<file path="src/rtl/clock_step_controller_if.sv">
// rtl/clock_step_controller_if.sv - control/status bundle between debug logic and the step controller
interface clock_step_controller_if #(
    parameter int DIV_W = 8,
    parameter int CNT_W = 32
);
    logic             run_req;
    logic             step_req;
    logic             halt_req;
    logic [DIV_W-1:0] div;
    logic             bp_en;
    logic [CNT_W-1:0] bp_count;
    logic             ce;
    logic             phase;
    logic             halted;
    logic             bp_hit;
    logic [CNT_W-1:0] ce_count;

    modport master (
        output run_req, step_req, halt_req, div, bp_en, bp_count,
        input  ce, phase, halted, bp_hit, ce_count
    );

    modport slave (
        input  run_req, step_req, halt_req, div, bp_en, bp_count,
        output ce, phase, halted, bp_hit, ce_count
    );
endinterface

</file>
<file path="src/rtl/clock_step_controller.sv">
// rtl/clock_step_controller.sv - run/halt/single-step clock-enable pacer with cycle-count breakpoint
module clock_step_controller #(
    parameter int DIV_W = 8,
    parameter int CNT_W = 32
) (
    input  logic                     clk,
    input  logic                     rst,
    clock_step_controller_if.slave   bus
);

    typedef enum logic [1:0] {
        S_HALT = 2'd0,
        S_RUN  = 2'd1,
        S_STEP = 2'd2
    } state_t;

    state_t           state;
    logic [DIV_W-1:0] cnt;
    logic             ce_r;
    logic             phase_r;
    logic             halted_r;
    logic             bp_hit_r;
    logic [CNT_W-1:0] ce_count_r;

    logic [CNT_W-1:0] count_next;
    logic             bp_match;

    // Breakpoint compares against the post-increment count so the matching pulse is still issued.
    assign count_next = ce_count_r + CNT_W'(1);
    assign bp_match   = bus.bp_en && (count_next == bus.bp_count);

    always_ff @(posedge clk or negedge rst) begin
        if (!rst) begin
            state      <= S_HALT;
            cnt        <= '0;
            ce_r       <= 1'b0;
            phase_r    <= 1'b0;
            halted_r   <= 1'b1;
            bp_hit_r   <= 1'b0;
            ce_count_r <= '0;
        end else begin
            ce_r <= 1'b0;
            case (state)
                S_HALT: begin
                    if (!bus.halt_req) begin
                        if (bus.step_req) begin
                            state    <= S_STEP;
                            cnt      <= bus.div;
                            bp_hit_r <= 1'b0;
                            halted_r <= 1'b0;
                        end else if (bus.run_req) begin
                            state    <= S_RUN;
                            cnt      <= bus.div;
                            bp_hit_r <= 1'b0;
                            halted_r <= 1'b0;
                        end
                    end
                end
                S_RUN: begin
                    if (bus.halt_req) begin
                        state    <= S_HALT;
                        halted_r <= 1'b1;
                    end else if (cnt == '0) begin
                        ce_r       <= 1'b1;
                        phase_r    <= ~phase_r;
                        ce_count_r <= count_next;
                        cnt        <= bus.div;
                        if (bp_match) begin
                            state    <= S_HALT;
                            halted_r <= 1'b1;
                            bp_hit_r <= 1'b1;
                        end
                    end else begin
                        cnt <= cnt - DIV_W'(1);
                    end
                end
                S_STEP: begin
                    if (bus.halt_req) begin
                        state    <= S_HALT;
                        halted_r <= 1'b1;
                    end else if (cnt == '0) begin
                        ce_r       <= 1'b1;
                        phase_r    <= ~phase_r;
                        ce_count_r <= count_next;
                        state      <= S_HALT;
                        halted_r   <= 1'b1;
                    end else begin
                        cnt <= cnt - DIV_W'(1);
                    end
                end
                default: begin
                    state    <= S_HALT;
                    halted_r <= 1'b1;
                end
            endcase
        end
    end

    assign bus.ce       = ce_r;
    assign bus.phase    = phase_r;
    assign bus.halted   = halted_r;
    assign bus.bp_hit   = bp_hit_r;
    assign bus.ce_count = ce_count_r;

endmodule

</file>
<file path="src/flat_wrapper.sv">
// flat-port wrapper written by rule: the top's interface ports become plain ports
module clock_step_controller_flat 
#(
    parameter int DIV_W = 8,
    parameter int CNT_W = 32
)
  (clk, rst, bus_run_req, bus_step_req, bus_halt_req, bus_div, bus_bp_en, bus_bp_count, bus_ce, bus_phase, bus_halted, bus_bp_hit, bus_ce_count);
  clock_step_controller_if #(.DIV_W(DIV_W), .CNT_W(CNT_W)) bus_i ();
  input  logic clk;
  input  logic rst;
  input wire logic [$bits(bus_i.run_req)-1:0] bus_run_req;
  input wire logic [$bits(bus_i.step_req)-1:0] bus_step_req;
  input wire logic [$bits(bus_i.halt_req)-1:0] bus_halt_req;
  input wire logic [$bits(bus_i.div)-1:0] bus_div;
  input wire logic [$bits(bus_i.bp_en)-1:0] bus_bp_en;
  input wire logic [$bits(bus_i.bp_count)-1:0] bus_bp_count;
  output wire logic [$bits(bus_i.ce)-1:0] bus_ce;
  output wire logic [$bits(bus_i.phase)-1:0] bus_phase;
  output wire logic [$bits(bus_i.halted)-1:0] bus_halted;
  output wire logic [$bits(bus_i.bp_hit)-1:0] bus_bp_hit;
  output wire logic [$bits(bus_i.ce_count)-1:0] bus_ce_count;
  assign bus_i.run_req = bus_run_req;
  assign bus_i.step_req = bus_step_req;
  assign bus_i.halt_req = bus_halt_req;
  assign bus_i.div = bus_div;
  assign bus_i.bp_en = bus_bp_en;
  assign bus_i.bp_count = bus_bp_count;
  assign bus_ce = bus_i.ce;
  assign bus_phase = bus_i.phase;
  assign bus_halted = bus_i.halted;
  assign bus_bp_hit = bus_i.bp_hit;
  assign bus_ce_count = bus_i.ce_count;
  clock_step_controller #(.DIV_W(DIV_W), .CNT_W(CNT_W)) u_core (.clk(clk), .rst(rst), .bus(bus_i));
endmodule
</file>
<file path="config.mk">
export PLATFORM = sky130hd
export DESIGN_NAME = clock_step_controller_flat
export DESIGN_NICKNAME = d
export VERILOG_FILES = /design/src/rtl/clock_step_controller_if.sv /design/src/rtl/clock_step_controller.sv /design/src/flat_wrapper.sv
export SDC_FILE = /design/constraint.sdc
export NUM_CORES = 1
export LEC_CHECK = 0
export CAP_MARGIN = 20
export CORE_UTILIZATION = 50
export CTS_BUF_LIST = sky130_fd_sc_hd__clkbuf_2 sky130_fd_sc_hd__clkbuf_4 sky130_fd_sc_hd__clkbuf_8
export DETAILED_ROUTE_END_ITERATION = 7
export GPL_ROUTABILITY_DRIVEN = 0
export HOLD_SLACK_MARGIN = 0.15
export MAX_ROUTING_LAYER = met4
export PLACE_DENSITY = 0.8
export SYNTH_ARGS = -nofsm -noshare
export SYNTH_HDL_FRONTEND = slang
export SYNTH_SLANG_ARGS = --single-unit
</file>
<file path="constraint.sdc">
create_clock -name clk -period 3.22 [get_ports clk]
set_clock_uncertainty 0.15 [all_clocks]
set_input_delay 0.322 -clock clk [delete_from_list [all_inputs] [get_ports clk]]
set_output_delay 0.322 -clock clk [all_outputs]
set_load 0.03 [all_outputs]
</file>
==> reports/qor.csv <==
metric;value;unit
status;finished, final reports clean;
finalSetupTns;0;ps
insertion_delay;300;ps
endpoint;u_core.state[0]$_DFFE_PN0P_;
nFillCells;584;
numPortBuffers;81;
slowest_stage;and4_1;
io_pins;82;
num_antenna_cells;0;
ys_seq_elements;46;
dp_hpwl;8070;µm
max_cap_violations;0;
yosys.area_share.simple;28.8;%
first_global_vias;3565;
cts_tree;built;
synth_top_cell_area_share;30.9;%
post_drt_wl_per_cell;17.2;µm
p_int;1.16;mW
synthArstFlopShare;100;%
rows;30;
grt_max_degree;47;
synth.distinct_cells;66;
synth_edf_count;0;
vias;3740;
synthXorXnorAreaFrac;15.9;%
worstPathMaxFanout;12;
antenna_found_initial;0;
power_leakage;1.94;nW
rrSetupSlack;210;ps
start_kind;register;
irDropWorstVdd;374;µV
cp-end-kind;register;
yosysWarnings;0;
clock_sinks;46;
finalMaxSlewViolations;0;
final_layout_size_suffix_gt1_share;11.7;%
p_seq_share;39.1;%
yosysMostFrequentCell;dfrtp_1;
reg2reg_to;u_core.state[0]$_DFFE_PN0P_;
timing.final.crit_period;3010;ps
drt_iter0_markers;472;
grt_pass1_wl;16900;µm
critPathBufInv;0;
nets;564;
p_sw;693;µW
cts_buffers;5;
rsz0062_at_grt;false;
critical_path_class;reg -> reg;
crit_required;3250;ps
grt_usage;29.6;%
ctsHtreeMaxLevel;2;
hold_slack;343;ps
critical-path-max-stage-delay;510;ps
cts_setup_buffers;0;
synth-adder-area-share;2.06;%
clk_path_buf_depth;2;
switching_share;37.5;%
crit_path_start;u_core.bus.ce_count[15]$_DFFE_PN0P_;
die_area;7640;µm²
cp.arrival;3040;ps
synth_top_family_by_area;simple AND/OR/NAND/NOR gates;
synth_compound_area_share;14.6;%
cp.depth;8;
clockPowerShare;20.5;%
vias_per_cell;6.14;
netlist_area;3650;µm²
synth.area.top_cells;dfrtp_1, xnor2_1, xor2_1, nand4_1, nand2_1;
die_width;87.4;µm
post-route-period-util;93.5;%
cp_cell_sequence;and4_1, a41oi_1, a311oi_1, o2111ai_1, nor4_2, nand4_2, a21oi_1, o32ai_2;
syn_area_per_cell;8.81;µm²
hold_violations;0;
ant_nets;0;
tightest_slew;488;ps
worstRegToRegCells;8;
ys_top_cells_by_count;dfrtp_1, xnor2_1, nand2_1;
power.density;387;nW/µm²
p_comb_share;40.5;%
wl;10500;µm
route.detailed.drc;0;
coreArea;6910;µm²
cts.clk_slew.worst_paths;90;ps
syn-num-nets;466;
synth_cells;414;
hp-class;reg -> reg;
ys.flop_type;dfrtp_1;
synth.yosys.seq_area_share;31.6;%
initial_core_util;52.8;%
reg2reg_from;u_core.bus.ce_count[15]$_DFFE_PN0P_;
max_slew_margin;67.2;%
die_y;87.4;µm
setup_viol;0;
cts_root_buf;clkbuf_8;
drt_first_pass_iters;5;
area_growth;31.1;%
synth_mux_area_share;0.824;%
fmax;332;MHz
grt_overflow;0;
synth_top_area_cell;dfrtp_1;
cp_top_family;compound AO/OA/AOI/OAI gates;
[placed cells by master (no fill, tap or decap), drive strengths merged, types with 7 or more instances in the layout]
master	synthesis	final
nand4	27	27
clkdlybuf4s50	0	80
nand3	15	15
o21ai	16	16
nor2	13	13
xnor2	40	40
nor4	19	19
and3	7	7
xor2	26	26
a21oi	19	19
inv	15	15
nand2	37	37
dfrtp	45	45
buf	9	34
and4	9	9
nor3	15	15
[cell families after synthesis]
| group | count (synthesis) |
|---|---|
| mux | 3 |
| simple gates | 176 |
| buf+inv | 39 |
| fa+ha+maj | 6 |
| compound gates | 78 |
| flops | 46 |
| xor+xnor | 66 |
[area by class of cell]
cell class	instances	area, µm²	share of cell area (%)
repair buffers	115	1080	22.5
well taps	96	120	2.51
clock buffers	6	82.6	1.73
flip-flops and latches	46	1150	24.1
clock inverters	2	12.5	0.262
inverters	15	56.3	1.18
multi-input cells	329	2280	47.7
[how the worst min path moves through the flow]
stage | to | depth (start not counted) | startpoint | slack (ps)
finish | u_core.bus.phase$_DFFE_PN0P_ | 1 | u_core.bus.phase$_DFFE_PN0P_ | 340
global route | u_core.bus.phase$_DFFE_PN0P_ | 1 | u_core.bus.phase$_DFFE_PN0P_ | 360
CTS | u_core.bus.phase$_DFFE_PN0P_ | 1 | u_core.bus.phase$_DFFE_PN0P_ | 350
detailed placement | u_core.bus.phase$_DFFE_PN0P_ | 1 | u_core.bus.phase$_DFFE_PN0P_ | 330
global placement | u_core.bus.phase$_DFFE_PN0P_ | 1 | u_core.bus.phase$_DFFE_PN0P_ | 310
floorplan | u_core.bus.bp_hit$_DFFE_PN0P_ | 0 | rst | -120
[power groups by stage]
stage	registers, mW	logic, mW	clock network (mW)
global placement	0.727	0.719	0
detailed placement	0.732	0.744	0
finish	0.722	0.748	0.378
global route	0.734	0.827	0.410
floorplan	0.767	0.457	0
CTS	0.722	0.746	0.388
[per-stage QoR]
| stage | instances | setup WS (ps) | cell area (µm²) | power [mW] | utilization [%] |
|---|---|---|---|---|---|
| after global routing | 609 | 9.65 | 4780 | 1.97 | 69.2 |
| final | 609 | 209 | 4780 | 1.85 | 69.2 |
| after detailed placement | 599 | 60.6 | 4640 | 1.48 | 67.1 |
| after CTS | 608 | 50.6 | 4740 | 1.86 | 68.7 |
| after floorplan | 414 | 82.9 | 3650 | 1.22 | - |
| after global placement | 599 | 209 | 4640 | 1.45 | 67.1 |
[metal layers]
layer | GRT usage [%] | up-vias | part of all wire, %
met5 | - | - | 0
met4 | 15.1 | 0 | 3.8
met3 | 5.02 | 38 | 7.3
met2 | 45.0 | 190 | 47
met1 | 37.8 | 1788 | 42
li1 | - | 1724 | -
[state kept, by name, indices dropped and copies added, names as in the netlist]
register and count:
u_core.bus.ce_count 32, u_core.cnt 8, u_core.state 2, u_core.bus.bp_hit 1
u_core.bus.ce 1, u_core.bus.halted 1, u_core.bus.phase 1
[what timing repair did]
item / 4_1_cts / 5_1_grt
hold endpoints to repair: 45 / 0
setup endpoints to repair: 0 / 4
gates resized for setup: 0 / 4
hold buffers: 1 / 0
Power figures use the tool's default switching activity.
